--- src/rtl/pwm_pkg.sv ---
// Shared types, default sizing and helpers for the PWM channel bank.
// PWM_RAMP_EN (optional) enables slew-limited duty updates in pwm_channel.
package pwm_pkg;

    localparam int unsigned DEF_DUTY_W     = 7;
    localparam int unsigned DEF_MAX_DUTY   = 100;
    localparam int unsigned DEF_PERIOD_CYC = 1000;
    localparam int unsigned STEP           = DEF_PERIOD_CYC / DEF_MAX_DUTY;

    typedef logic [DEF_DUTY_W-1:0] duty_t;

    typedef enum logic [1:0] {
        IDLE,
        PEND,
        RAMP
    } ch_state_t;

    function automatic int unsigned sat_duty(input int unsigned val,
                                             input int unsigned max_duty);
        return (val > max_duty) ? max_duty : val;
    endfunction

endpackage

--- src/rtl/pwm_channel.sv ---
// One PWM channel: pending/active duty, update FSM and registered output compare.
// With PWM_RAMP_EN defined, active slews toward pending by at most RAMP_STEP per period.
module pwm_channel
    import pwm_pkg::*;
#(
    parameter int unsigned DUTY_W     = DEF_DUTY_W,
    parameter int unsigned MAX_DUTY   = DEF_MAX_DUTY,
    parameter int unsigned PERIOD_CYC = DEF_PERIOD_CYC,
    parameter int unsigned RAMP_STEP  = 5,
    parameter int unsigned CNT_W      = $clog2(DEF_PERIOD_CYC + 1)
) (
    input  logic              clk,
    input  logic              clr,
    input  logic [CNT_W-1:0]  cnt,
    input  logic              boundary,
    input  logic              wr_en,
    input  logic [DUTY_W-1:0] wr_val,
    output logic              pwm_out,
    output logic              upd_pending
);

    localparam int unsigned StepCyc = PERIOD_CYC / MAX_DUTY;

    logic [DUTY_W-1:0] pending_q, pending_d;
    logic [DUTY_W-1:0] active_q, active_d;
    logic [DUTY_W-1:0] next_active;
    logic [CNT_W-1:0]  thresh;
    logic              pwm_q;
    ch_state_t         state_q, state_d;

`ifdef PWM_RAMP_EN
    always_comb begin
        if (pending_q > active_q) begin
            next_active = ((pending_q - active_q) > DUTY_W'(RAMP_STEP)) ?
                          active_q + DUTY_W'(RAMP_STEP) : pending_q;
        end else begin
            next_active = ((active_q - pending_q) > DUTY_W'(RAMP_STEP)) ?
                          active_q - DUTY_W'(RAMP_STEP) : pending_q;
        end
    end
`else
    assign next_active = pending_q;
`endif

    always_comb begin
        pending_d = wr_en ? wr_val : pending_q;
        active_d  = active_q;
        state_d   = state_q;
        unique case (state_q)
            IDLE: begin
                // A boundary-edge write lands in PEND and waits for the next boundary.
                if (pending_d != active_q) state_d = PEND;
            end
            PEND, RAMP: begin
                if (boundary) begin
                    active_d = next_active;
                    if (active_d != pending_q)      state_d = RAMP;
                    else if (pending_d != active_d) state_d = PEND;
                    else                            state_d = IDLE;
                end else if (pending_d == active_q) begin
                    state_d = IDLE;
                end
            end
            default: state_d = IDLE;
        endcase
    end

    assign thresh = CNT_W'(active_q) * CNT_W'(StepCyc);

    always_ff @(posedge clk or posedge clr) begin
        if (clr) begin
            pending_q <= '0;
            active_q  <= '0;
            state_q   <= IDLE;
            pwm_q     <= 1'b0;
        end else begin
            pending_q <= pending_d;
            active_q  <= active_d;
            state_q   <= state_d;
            pwm_q     <= (cnt < thresh);
        end
    end

    assign pwm_out     = pwm_q;
    assign upd_pending = (state_q != IDLE);

endmodule

--- src/rtl/pwm_channel_bank.sv ---
// Multi-channel PWM bank: shared period counter, addressed duty command decode, error pulse.
// Define PWM_RAMP_EN to slew-limit duty changes per period in every channel.
module pwm_channel_bank
    import pwm_pkg::*;
#(
    parameter int unsigned NUM_CH     = 4,
    parameter int unsigned DUTY_W     = DEF_DUTY_W,
    parameter int unsigned MAX_DUTY   = DEF_MAX_DUTY,
    parameter int unsigned PERIOD_CYC = DEF_PERIOD_CYC,
    parameter int unsigned RAMP_STEP  = 5,
    localparam int unsigned CH_W      = (NUM_CH > 1) ? $clog2(NUM_CH) : 1
) (
    input  logic              clk,
    input  logic              clr,
    input  logic              data_ready,
    input  logic [CH_W-1:0]   ch_sel,
    input  logic [DUTY_W-1:0] control_val,
    output logic [NUM_CH-1:0] pwm_out,
    output logic [NUM_CH-1:0] upd_pending,
    output logic              cmd_err,
    output logic              period_start
);

    localparam int unsigned CNT_W = $clog2(PERIOD_CYC + 1);

    logic [CNT_W-1:0]  cnt_q;
    logic              boundary;
    logic              ch_ok;
    logic              over;
    logic [DUTY_W-1:0] wr_val;
    logic              cmd_err_q;
    logic              period_start_q;

    assign boundary = (cnt_q == CNT_W'(PERIOD_CYC - 1));
    assign ch_ok    = (32'(ch_sel) < NUM_CH);
    assign over     = (32'(control_val) > MAX_DUTY);
    assign wr_val   = DUTY_W'(sat_duty(32'(control_val), MAX_DUTY));

    always_ff @(posedge clk or posedge clr) begin
        if (clr) begin
            cnt_q          <= '0;
            cmd_err_q      <= 1'b0;
            period_start_q <= 1'b0;
        end else begin
            cnt_q          <= boundary ? '0 : cnt_q + CNT_W'(1);
            cmd_err_q      <= data_ready && (!ch_ok || over);
            period_start_q <= boundary;
        end
    end

    assign cmd_err      = cmd_err_q;
    assign period_start = period_start_q;

    for (genvar i = 0; i < NUM_CH; i++) begin : g_ch
        logic wr_en;
        assign wr_en = data_ready && ch_ok && (ch_sel == CH_W'(i));

        pwm_channel #(
            .DUTY_W     (DUTY_W),
            .MAX_DUTY   (MAX_DUTY),
            .PERIOD_CYC (PERIOD_CYC),
            .RAMP_STEP  (RAMP_STEP),
            .CNT_W      (CNT_W)
        ) u_channel (
            .clk         (clk),
            .clr         (clr),
            .cnt         (cnt_q),
            .boundary    (boundary),
            .wr_en       (wr_en),
            .wr_val      (wr_val),
            .pwm_out     (pwm_out[i]),
            .upd_pending (upd_pending[i])
        );
    end

endmodule

--- config.mk ---
export PLATFORM = sky130hd
export DESIGN_NAME = pwm_channel_bank
export DESIGN_NICKNAME = d
export VERILOG_FILES = /design/src/rtl/pwm_pkg.sv /design/src/rtl/pwm_channel.sv /design/src/rtl/pwm_channel_bank.sv
export SDC_FILE = /design/constraint.sdc
export NUM_CORES = 1
export LEC_CHECK = 0
export CAP_MARGIN = 20
export CELL_PAD_IN_SITES_DETAIL_PLACEMENT = 1
export CELL_PAD_IN_SITES_GLOBAL_PLACEMENT = 1
export CORE_UTILIZATION = 50
export DETAILED_ROUTE_END_ITERATION = 16
export PLACE_DENSITY_LB_ADDON = 0.1
export SLEW_MARGIN = 20
export SYNTH_ARGS = -nofsm -noshare
export SYNTH_HDL_FRONTEND = slang
export SYNTH_HIERARCHICAL = 1
export SYNTH_SLANG_ARGS = --single-unit
--- constraint.sdc ---
create_clock -name clk -period 2.85 [get_ports clk]
set_clock_uncertainty 0.15 [all_clocks]
set_input_delay 0.4275 -clock clk [delete_from_list [all_inputs] [get_ports clk]]
set_output_delay 0.4275 -clock clk [all_outputs]
set_load 0.01 [all_outputs]
Word level (Yosys, flattened, before mapping)
Index checks and enable logic that the tools add are counted.
- muxes and demuxes: 26
- multiply operators: 4
- $add $sub $neg: 1
- shift-type cells: 0
- eq/ne operators: 32
- magnitude comparators: 5
- bitwise logic cells: 0
- div/mod/pow operators: 0
- reduce and logical (&&, ||, !) cells: 26
- operators with widths (cell ; number):
    $ne 7x7->1 ; 8
    $lt 10x10->1 ; 4
    $mul 7x3->9 const B ; 4
    $mux 7 ; 5
    $eq 7x7->1 ; 4
    $mux 2 ; 12
    $pmux 2 s2 ; 4
    $reduce_and 2->1 ; 8
    $eq 2x2->1 const B ; 6
    $ne 3x2->1 const B ; 4
    $add 10x1->10 const B ; 1
    $eq 10x10->1 const B ; 1
    $eq 2x1->1 const B ; 5
    $logic_not 2->1 ; 5
    $mux 10 ; 1
    $ne 2x1->1 const B ; 4
    $reduce_bool 2->1 ; 4
    $reduce_or 2->1 ; 4
    $gt 7x7->1 const B ; 1
    $logic_and 1x1->1 ; 5
    $mux 1 ; 4
- latch bits: 0
- ROM bits: 0
- input bits: 12
- RAM bits: 0
- memories: 0
- flip-flop bits (word level): 80

Logic depth before layout (Yosys ltp)
Gate-level depths: netlist of the first run.
- depth after elaboration: 7
- gate-level depth with buffers: 11

Cells and area by module
The synthesis of the first run kept the hierarchy.
- modules (own cells, without submodules) (module ; area an instance (um^2) ; instances ; cells an instance ; sequential area each (um^2)):
    pwm_channel ; 1224.9 ; 4 ; 105 ; 400.4
    pwm_channel_bank ; 655.6 ; 1 ; 66 ; 300.3

Worst setup path before layout of the first run
No wires, ideal clock.
- path kind: register to register
- from: register g_ch[0].u_channel.active_q[2]
- to: register g_ch[0].u_channel.pwm_q
- path buffers: 0
- cell stages (with the launch flop): 11
- period minus slack after synthesis: 2.568 ns
- slack: 0.282 ns
- arrival time: 2.336 ns
- cells stage by stage: dfrtp_1 -> ha_1 -> ha_1 -> a21o_1 -> a21oi_1 -> xnor2_1 -> ha_1 -> and4_1 -> o21ai_1 -> o221ai_1 -> a31oi_1
- word-level cells in the longest chain between the ends: 2
- ends and longest elaborated chain (item ; RTL line ; source):
    start: declaration ; pwm_channel.sv:25 ; logic [DUTY_W-1:0] active_q, active_d;
    start signal: assignment ; pwm_channel.sv:78 ; active_q <= active_d;
    $mul 7x3->9 ; pwm_channel.sv:68 ; assign thresh = CNT_W'(active_q) * CNT_W'(StepCyc);
    $lt 10x10->1 ; pwm_channel.sv:80 ; pwm_q <= (cnt < thresh);
    end signal: assignment ; pwm_channel.sv:80 ;
    end: declaration ; pwm_channel.sv:28 ; logic pwm_q;
Every way passes these cells.
A chain may end at the register's enable or synchronous reset.

Worst setup path after layout of the first run
- from: register g_ch[3].u_channel.active_q[3]
- to: register g_ch[3].u_channel.pwm_q
- word-level cells in the longest chain between the ends: 2
- ends and longest elaborated chain (item ; RTL line):
    start: declaration ; pwm_channel.sv:25
    start signal: assignment ; pwm_channel.sv:78
    $mul 7x3->9 ; pwm_channel.sv:68
    $lt 10x10->1 ; pwm_channel.sv:80
    end signal: assignment ; pwm_channel.sv:80
    end: declaration ; pwm_channel.sv:28
Every way passes these cells.

==> results of run 1 <==
==> worst max path at each step <==
stage / from / endpoint / slack, ns / depth (start not counted)
2_1_floorplan: g_ch[0].u_channel/active_q[2] / g_ch[0].u_channel/pwm_out / 0.28 / 10
3_3_place_gp: control_val[3] / g_ch[3].u_channel/state_q[0] / 0.04 / 9
3_5_place_dp: control_val[3] / g_ch[3].u_channel/state_q[0] / 0.03 / 9
4_1_cts: g_ch[3].u_channel/active_q[2] / g_ch[3].u_channel/pwm_out / 0.0001 / 9
5_1_grt: g_ch[3].u_channel/active_q[3] / g_ch[3].u_channel/pwm_out / -0.02 / 10
6_report: g_ch[3].u_channel/active_q[3] / g_ch[3].u_channel/pwm_out / 0.08 / 10
==> metrics by stage <==
step / cells / setup WS (ns) / utilization, % / instance area (um^2) / power (mW)
6_report: 682 / 0.08057 / 58.92 / 6387 / 2.846
5_1_grt: 682 / -0.01883 / 58.92 / 6387 / 2.950
4_1_cts: 682 / 0.0001101 / 58.69 / 6362 / 2.860
3_5_place_dp: 666 / 0.03190 / 56.24 / 6097 / 1.736
3_3_place_gp: 666 / 0.03815 / 56.24 / 6097 / 1.717
2_1_floorplan: 486 / 0.2821 / - / 5555 / 1.600
==> sequential cells by signal, indices dropped and copies added (netlist names) <==
register and count:
g_ch.u_channel/active_q 28, g_ch.u_channel/next_active 28, cnt_q 10, g_ch.u_channel/pwm_out 4, g_ch.u_channel/state_q 4, cmd_err 1, period_start 1
==> worst max-delay path, delay by kind of cell (launching register included) <==
kind | cells | cell delay, ns
adder cells (fa/ha/maj) | 4 | 1.20
buffers and inverters | 1 | 0.07
XOR/XNOR | 1 | 0.18
flip-flops | 1 | 0.45
AO/OA/AOI/OAI | 3 | 0.43
AND/OR/NAND/NOR | 1 | 0.18
==> synthesized netlist by cell type (all sizes together) (5+ instances only) <==
| cell type | count | share of area (%) |
|---|---|---|
| nand3 | 5 | 0.45 |
| a31oi | 9 | 1.0 |
| inv | 50 | 3.4 |
| dfrtp | 76 | 34 |
| xnor2 | 51 | 8.6 |
| a21oi | 18 | 1.6 |
| o21ai | 9 | 0.81 |
| ha | 73 | 16 |
| xor2 | 22 | 3.5 |
| buf | 5 | 1.0 |
| a21o | 12 | 1.6 |
| nand2 | 13 | 1.5 |
| nand4 | 12 | 1.4 |
| mux2 | 56 | 13 |
| nor2 | 14 | 1.1 |
| nor3b | 5 | 0.68 |
==> area by class of cell <==
| class | instances | area (um^2) |
|---|---|---|
| Clock buffer | 12 | 145.1 |
| Timing Repair Buffer | 47 | 430.4 |
| Tap cell | 140 | 175.2 |
| Multi-Input combinational cell | 353 | 3425 |
| Clock inverter | 4 | 120.1 |
| Sequential cell | 76 | 1904 |
| Inverter | 50 | 187.7 |
| Fill cell | 1129 | 4453 |
==> routing by layer <==
metal	vias to the layer above	GRT usage (%)	wire, um
met5	-	0	0
met4	0	8.806	202
met3	16	3.450	244
met2	41	46.36	7091
met1	1998	33.38	6322
li1	1832	-	-
==> kinds of logic after synthesis <==
group	Yosys count
AOI/OAI and AO/OA	78
adders and majority gates	77
DFF	76
xor gates and xnor gates	73
and+or+nand+nor	69
buffers and inverters	57
muxes	56
==> power by group through the flow <==
stage,registers (mW),logic [mW],clock network (mW)
finish,1.25,0.478,1.12
CTS,1.24,0.480,1.14
floorplan,1.24,0.362,0
global placement,1.26,0.461,0
detailed placement,1.26,0.472,0
global route,1.26,0.520,1.17
==> metrics.csv, run 1 <==
metric,value,unit
clock slew at reported path FFs,0.08,ns
average routed wire per standard cell,20.32,um
final-layout setup total negative slack,0,ns
initial core utilization,51.25,%
Most used DFF post-synth,sky130_fd_sc_hd__dfrtp_1,
Post-CTS Repair Setup Buffers,0,
global-route congestion overflow total,0,
Detail Route Antenna Nets,0,
Combinational Power Share,16.8,%
routed via count divided by cell count,5.699,
number of flops mapped to enable cells by yosys,0,
share of the clock period used by the worst path after layout,97.17,%
portion of the post-synthesis area used by sequential elements,34.23,%
Routed WL,13860,um
weighted congestion reported at the end of routability-driven placement,0.8257,
total of cells resized after clock tree synthesis,0,
via count,3887,
Net Sw Frac,25.37,%
relative slew slack,54.48,%
net switching power,721.8,uW
cell depth of the worst flop-to-flop path,10,
total of flip-flops plus latches after synthesis,76,
combinational family with the most area after synthesis,adder cells,
synthesized netlist net count,575,
count of buffers from port buffering,21,
count of endpoints failing hold in the final timing report,0,
Hold Path Cell Cnt,1,
Clk network pwr share,39.4,%
Pwr Density,445.5,nW/um^2
H-tree Lvls,3,
setup repair after global routing missed its margin,yes,
Synth cell types,45,
type of the setup path with the least slack,reg -> reg,
clock tree from TritonCTS,done,
syn avg cell area,11.43,um^2
placement row count,38,
Synth warnings,6,
xor and xnor area share after synthesis,12.05,%
clock latency at the later pin of the worst-skew pair,0.36,ns
delay contributed by the slowest stage of the critical path,0.45,ns
die outline height,107.4,um
start point of the worst hold path,cnt_q[0],
core area,10840,um^2
Worst Tran Pin Value,0.6820,ns
critical path's slowest cell,sky130_fd_sc_hd__dfrtp_2,
number of maximum-capacitance violations,0,
Cells after Synth,486,
synthesis-to-layout area growth,14.98,%
number of DRC violations after detailed routing,0,
"leading cell types in the layout, fill and taps excluded","sky130_fd_sc_hd__dfrtp_1 (74), sky130_fd_sc_hd__ha_1 (73), sky130_fd_sc_hd__inv_1 (50)",
highest clock rate,361.1,MHz
reg-to-reg critical path endpoint,g_ch[3].u_channel/pwm_out,
num ports,22,
RR Startpoint,g_ch[3].u_channel/active_q[3],
Hold EP,cnt_q[0],
Longest Clk Path Bufs,2,
crit-path cells,ha_1 -> ha_1 -> inv_1 -> fa_1 -> xor2_2 -> ha_1 -> and4_1 -> o21ai_1 -> o221ai_1 -> a31oi_1,
pin count of the biggest net entering global routing,17,
cell leakage power,3.083,nW
shortest clock period the worst path allows after layout,2.769,ns
Crit path required time,2.94,ns
final hold slack,0.3754,ns
critical path startpoint category,flip-flop,
global-route wire length before repair,22850,um
Seq pwr share,43.8,%
"arithmetic-cell share of the synthesized area counting full adders, half adders and majority gates",17.88,%
drt initial violations,150,
portion of netlist area occupied by mux cells,13.24,%
VDD IR max,264.7,uV
worst-path fanout max,4,
first drt pass iteration count,4,
internal reg-to-reg setup slack,0.08,ns
net total in the final layout,626,
Simple-Gate Fraction of Synth Area,7.905,%
number of buffers inserted for hold repair after clock tree synthesis,0,
most common cell type on the critical path,sky130_fd_sc_hd__ha_1,
proportion of layout cells with a drive suffix above 1,17.71,%
DPL Wire Length,10320,um
clock tree sinks,76,
number of max-slew violations in the final report,0,
compound-gate portion of the synthesized area,10.16,%
result of the run,"finished, final reports clean",
Die Width,107.4,um
area of the die,11540,um^2
cell at the root of the clock tree,sky130_fd_sc_hd__clkbuf_8,
data arrival time at the worst-slack endpoint,2.86,ns
All-Layer GR Usage,26.39,%
capturing element type of the critical path,flip-flop,
number of buffers inserted during clock tree synthesis,9,
"leading cell type in the layout, fill and taps excluded",sky130_fd_sc_hd__dfrtp_1,
Internal Dissipation,2.124,mW
path category of the worst min-delay check,reg -> reg,
endpoints failing setup,0,
antenna diode count,0,
"Cell Area, Synth",5555,um^2
via count of the first global-routing pass,4366,
fraction of registers with async set/reset,100.0,%
antenna violations before repair,0,
Note: power is estimated with default switching activity, not from simulation.
==> run 2, diff against run 1 <==
Settings changed: CORE_MARGIN set to 8.
==> run 2 against run 1 <==
Effect of this change: cell count increased by 0.15%; combinational power hardly changed; die area increased by 28%; register-to-register slack improved by 0.06 ns; clock power fell by 6%; setup slack better by 0.060 ns; sequential cell count did not move; sequential share of layout area about the same; critical path depth unchanged; maximum frequency up 2.2%; critical path type unchanged; largest cell class unchanged; highest routed layer unchanged.
==> metrics.csv, run 2 (synthesized netlist as in run 1, its figures left out) <==
metric,value,unit,change
number of DRC violations after detailed routing,0,,unchanged
core area,10840,um^2,unchanged
global-route wire length before repair,22480,um,-1.6%
setup repair after global routing missed its margin,no,,
weighted congestion reported at the end of routability-driven placement,0.7882,,-4.5%
endpoints failing setup,0,,unchanged
number of buffers inserted for hold repair after clock tree synthesis,0,,unchanged
number of max-slew violations in the final report,0,,unchanged
clock latency at the later pin of the worst-skew pair,0.37,ns,about the same
cell leakage power,3.086,nW,+0.11%
VDD IR max,276.3,uV,+4.4%
capturing element type of the critical path,flip-flop,,
reg-to-reg critical path endpoint,g_ch[2].u_channel/pwm_out,,
Detail Route Antenna Nets,0,,unchanged
pin count of the biggest net entering global routing,17,,unchanged
average routed wire per standard cell,20.03,um,-1.4%
data arrival time at the worst-slack endpoint,2.81,ns,-0.05 ns
All-Layer GR Usage,19.65,%,-6.7 points
clock slew at reported path FFs,0.09,ns,about the same
first drt pass iteration count,4,,unchanged
number of buffers inserted during clock tree synthesis,9,,unchanged
"leading cell types in the layout, fill and taps excluded","sky130_fd_sc_hd__dfrtp_1 (76), sky130_fd_sc_hd__ha_1 (73), sky130_fd_sc_hd__inv_1 (50)",,
summed area of non-filler cells in the final layout,6376,um^2,-0.18%
RR Startpoint,g_ch[2].u_channel/active_q[1],,
count of endpoints failing hold in the final timing report,0,,unchanged
result of the run,"finished, final reports clean",,
num ports,22,,unchanged
timing endpoint of the critical path,g_ch[2].u_channel/pwm_out,,
critical path startpoint category,flip-flop,,
initial core utilization,51.25,%,unchanged
combined area of the multi-input logic cells,3423,um^2,about the same
drt initial violations,151,,+0.67%
"leading cell type in the layout, fill and taps excluded",sky130_fd_sc_hd__dfrtp_1,,
die outline height,121.4,um,+13%
share of the clock period used by the worst path after layout,95.06,%,-2.1 points
antenna violations before repair,0,,unchanged
placed standard-cell area,6105,um^2,+0.12%
most utilized layer in the global route result,met2,,
placement row count,38,,unchanged
relative slew slack,55.99,%,+1.5 points
Final Non-Filler Cells,683,,+0.15%
proportion of layout cells with a drive suffix above 1,17.68,%,-0.033 points
met1 usage,23.51,%,-9.9 points
net total in the final layout,627,,+0.16%
H-tree Lvls,3,,unchanged
cell depth of the worst flop-to-flop path,10,,unchanged
antenna diode count,0,,unchanged
via count,3845,,-1.1%
worst-path fanout max,4,,unchanged
Worst Tran Pin Value,0.6594,ns,-0.02256 ns
clock tree from TritonCTS,done,,
type of the setup path with the least slack,reg -> reg,,
global-route congestion overflow total,0,,unchanged
internal reg-to-reg setup slack,0.14,ns,+0.06 ns
routed via count divided by cell count,5.630,,-1.2%
Pwr Density,435.0,nW/um^2,-2.4%
count of buffers from port buffering,21,,unchanged
clock tree sinks,76,,unchanged
via count of the first global-routing pass,4329,,-0.85%
met2 usage,35.45,%,-11 points
cell at the root of the clock tree,sky130_fd_sc_hd__clkbuf_8,,
Routed WL,13680,um,-1.3%
synthesis-to-layout area growth,14.77,%,
Longest Clk Path Bufs,2,,unchanged
highest clock rate,369.1,MHz,+2.2%
fill cell count,1139,,+0.89%
Seq. cell area,1902,um^2,-0.13%
DP Cell Count,667,,+0.15%
area of the die,14740,um^2,+28%
Crit path required time,2.95,ns,about the same
M3 GR Usage,2.932,%,-0.52 points
final core occ,58.82,%,-0.10 points
shortest clock period the worst path allows after layout,2.709,ns,-0.06013 ns
number of maximum-capacitance violations,0,,unchanged
Die Width,121.4,um,+13%
Critical Path Source,g_ch[2].u_channel/active_q[1],,
path category of the worst min-delay check,reg -> reg,,
DPL Wire Length,10350,um,+0.26%
run 2: cell count changes in the layout (fill, tap and decap cells not counted), sizes merged:
cell	change
bufinv	-1
clkinv	+1
buf	+1
run 2: what timing repair did:
action | 4_1_cts | 5_1_grt
setup buffers | 0 | 0
gates resized for setup | 0 | 5
endpoints found under the setup margin | 0 | 4
run 2: critical path, stage by stage (launching register included):
cell,delay [ns]
sky130_fd_sc_hd__dfrtp_1,0.47
sky130_fd_sc_hd__ha_1,0.33
sky130_fd_sc_hd__ha_1,0.17
sky130_fd_sc_hd__inv_1,0.06
sky130_fd_sc_hd__fa_1,0.41
sky130_fd_sc_hd__xor2_1,0.16
sky130_fd_sc_hd__ha_1,0.30
sky130_fd_sc_hd__and4_1,0.18
sky130_fd_sc_hd__o21ai_1,0.06
sky130_fd_sc_hd__o221ai_1,0.20
sky130_fd_sc_hd__a31oi_1,0.11
run 2: layout make-up:
class                   count  share of cell area [%]
well taps                 140                   2.747
flip-flops and latches     76                   29.83
clock inverters             4                   1.491
clock buffers              12                   2.433
multi-input cells         353                   53.69
inverters                  50                   2.943
repair buffers             48                   6.868
run 2: worst min-delay path by stage:
stage	depth (start not counted)	end	slack [ns]	start
2_1_floorplan	1	cmd_err	0.14	clr
3_3_place_gp	1	cnt_q[0]	0.36	cnt_q[0]
3_5_place_dp	1	g_ch[1].u_channel/active_q[6]	0.37	g_ch[1].u_channel/next_active[6]
4_1_cts	1	cnt_q[0]	0.38	cnt_q[0]
5_1_grt	1	cnt_q[0]	0.41	cnt_q[0]
6_report	1	cnt_q[0]	0.38	cnt_q[0]
run 2: power by group:
part           switching (mW)  internal [mW]
Combinational           0.208          0.272
Sequential             0.0861           1.16
Clock                   0.420          0.629
run 2: per-layer routing:
metal,up-vias,wire length [um]
met5,-,0
met4,0,195
met3,13,268
met2,31,7082
met1,1958,6135
li1,1843,-
run 2: stage by stage:
step                hold slack, ns  total power [mW]  worst slack [ns]  setup TNS [ns]
global placement            0.3638             1.720           0.02502               0
floorplan                   0.1422             1.600            0.2821               0
global route                0.4090             2.879           0.02179               0
detailed placement          0.3715             1.741          -0.03666        -0.03666
finish                      0.3783             2.774            0.1407               0
CTS                         0.3850             2.793           0.06061               0
==> run 3, diff against run 2 <==
Settings changed: CORE_UTILIZATION 50 to 46.
Clock period 2.85 ns to 2.3 ns, I/O delays scaled along.
==> run 3 against run 2 <==
Effect of this change: the flow now finishes with violations (setup timing); worst hold slack gained 0.0076 ns; design area rose by 12%; routed wire length is 12% higher; count of clock-buffer cells in the layout down 1; die area rose by 7.5%; sequential power up 25%; critical path type unchanged; largest cell class unchanged.
==> metrics.csv, run 3 (synthesized netlist as in run 1, its figures left out) <==
metric,value,unit,change
cell at the root of the clock tree,sky130_fd_sc_hd__clkbuf_16,,
met2 wirelength from detailed routing,7751,um,+9.4%
internal reg-to-reg setup slack,-0.37,ns,-0.51 ns
Hold Path Cell Cnt,1,,unchanged
final hold slack,0.3859,ns,+0.007607 ns
highest clock rate,374.6,MHz,+1.5%
shortest clock period the worst path allows after layout,2.669,ns,-0.03982 ns
delay contributed by the slowest stage of the critical path,0.44,ns,-0.03 ns
synthesis-to-layout area growth,28.72,%,
global-route wire length before repair,23720,um,+5.5%
drt initial violations,121,,-20%
met3 WL post-DR,296,um,+10%
final worst-path setup slack,-0.3695,ns,-0.5102 ns
Die Width,125.9,um,+3.7%
DPL Wire Length,10910,um,+5.4%
endpoints failing setup,4,,+4
die outline height,125.9,um,+3.7%
worst path bufs/invs,0,,-1
kind of cell adding the most delay to the critical path,compound AO/OA/AOI/OAI gates,,
placement row count,40,,+5.3%
DP Cell Count,714,,+7.0%
number of buffers inserted during clock tree synthesis,9,,unchanged
cell depth of the worst flop-to-flop path,9,,-1
clock tree sinks,76,,unchanged
critical path startpoint category,flip-flop,,
H-tree Lvls,3,,unchanged
area of the die,15850,um^2,+7.5%
weighted congestion reported at the end of routability-driven placement,0.7954,,+0.91%
number of maximum-capacitance violations,0,,unchanged
via count of the first global-routing pass,4620,,+6.7%
total routed wire length on the met1 layer,7090,um,+16%
proportion of layout cells with a drive suffix above 1,32.15,%,+14 points
antenna violations before repair,0,,unchanged
first drt pass iteration count,4,,unchanged
summed area of non-filler cells in the final layout,7151,um^2,+12%
Worst Tran Pin Value,0.6832,ns,+0.02379 ns
count of endpoints failing hold in the final timing report,0,,unchanged
average routed wire per standard cell,20.74,um,+3.6%
global-route congestion overflow total,0,,unchanged
setup repair after global routing missed its margin,yes,,
Pwr Density,487.8,nW/um^2,+12%
"leading cell types in the layout, fill and taps excluded","sky130_fd_sc_hd__dfrtp_1 (73), sky130_fd_sc_hd__buf_4 (72), sky130_fd_sc_hd__ha_1 (52)",,
number of DRC violations after detailed routing,0,,unchanged
critical path's slowest cell,sky130_fd_sc_hd__dfrtp_2,,
clock tree from TritonCTS,done,,
Hold EP,g_ch[1].u_channel/active_q[1],,
Crit path required time,2.41,ns,-0.54 ns
Detail Route Antenna Nets,0,,unchanged
highest layer used for signal routing,met4,,
cell leakage power,3.333,nW,+8.0%
clock latency at the later pin of the worst-skew pair,0.35,ns,-0.02 ns
number of max-slew violations in the final report,0,,unchanged
pin count of the biggest net entering global routing,17,,unchanged
Final Non-Filler Cells,741,,+8.5%
result of the run,finished with violations,,
start point of the worst hold path,g_ch[1].u_channel/next_active[1],,
count of buffers from port buffering,21,,unchanged
path category of the worst min-delay check,reg -> reg,,
net total in the final layout,678,,+8.1%
routed via count divided by cell count,5.534,,-1.7%
VDD IR max,392.0,uV,+42%
Routed WL,15370,um,+12%
final-layout setup total negative slack,-1.191,ns,-1.191 ns
type of the setup path with the least slack,reg -> reg,,
"leading cell type in the layout, fill and taps excluded",sky130_fd_sc_hd__dfrtp_1,,
number of buffers inserted for hold repair after clock tree synthesis,0,,unchanged
num ports,22,,unchanged
via count,4101,,+6.7%
placed standard-cell area,6464,um^2,+5.9%
crit-path cells,ha_4 -> ha_4 -> a21o_1 -> a21oi_4 -> o2111a_1 -> a311oi_1 -> ha_1 -> a21o_1 -> a31oi_1,,
reg-to-reg critical path endpoint,g_ch[1].u_channel/pwm_out,,
clock slew at reported path FFs,0.06,ns,-0.03 ns
antenna diode count,0,,unchanged
worst-path fanout max,3,,-1
share of the clock period used by the worst path after layout,116.1,%,+21 points
violated checks,setup timing,,
Longest Clk Path Bufs,2,,unchanged
capturing element type of the critical path,flip-flop,,
data arrival time at the worst-slack endpoint,2.78,ns,-0.03 ns
initial core utilization,46.64,%,-4.6 points
RR Startpoint,g_ch[1].u_channel/active_q[4],,
relative slew slack,54.40,%,-1.6 points
core area,11910,um^2,+9.9%
All-Layer GR Usage,19.02,%,-0.63 points
[run 3: through the flow]
step / setup WS, ns / power [mW] / utilization, %
CTS: -0.3203 / 3.511 / 57.47
finish: -0.3695 / 3.488 / 60.03
global route: -0.4522 / 3.626 / 60.03
floorplan: -0.1152 / 1.983 / -
global placement: -0.2928 / 2.141 / 54.26
detailed placement: -0.4190 / 2.170 / 54.26
[run 3: layout make-up]
cell class / instances / area (um^2)
fill: 1248 / 4761
clock buffer: 11 / 242.7
inverter: 50 / 187.7
timing repair buffer: 99 / 853.3
multi-input combinational: 353 / 3750
sequential: 76 / 1906
clock inverter: 5 / 27.53
tap: 147 / 183.9
[run 3: per-layer routing]
metal	vias up	track usage (%)
met5	-	0
li1	1946	-
met3	15	3.671
met1	2098	23.49
met2	42	32.79
met4	0	5.803
[run 3: how the worst max path moves through the flow]
stage / start / end / slack (ns) / depth (start not counted)
global placement: control_val[4] / g_ch[1].u_channel/state_q[0] / -0.29 / 9
global route: g_ch[1].u_channel/active_q[4] / g_ch[1].u_channel/pwm_out / -0.45 / 9
CTS: g_ch[0].u_channel/active_q[4] / g_ch[0].u_channel/pwm_out / -0.32 / 10
detailed placement: control_val[4] / g_ch[3].u_channel/state_q[0] / -0.42 / 9
finish: g_ch[1].u_channel/active_q[4] / g_ch[1].u_channel/pwm_out / -0.37 / 9
floorplan: g_ch[0].u_channel/active_q[2] / g_ch[0].u_channel/pwm_out / -0.12 / 10
[run 3: what timing repair did]
item | CTS | global route
setup endpoints to repair | 8 | 8
resized for setup | 12 | 36
pin swaps | 10 | 39
cloned | 0 | 0
buffers inserted | 5 | 6
[run 3: power breakdown]
group	internal, mW	switching [mW]
Sequential	1.44	0.116
Combinational	0.344	0.266
Clock	0.753	0.570
Total	2.54	0.953
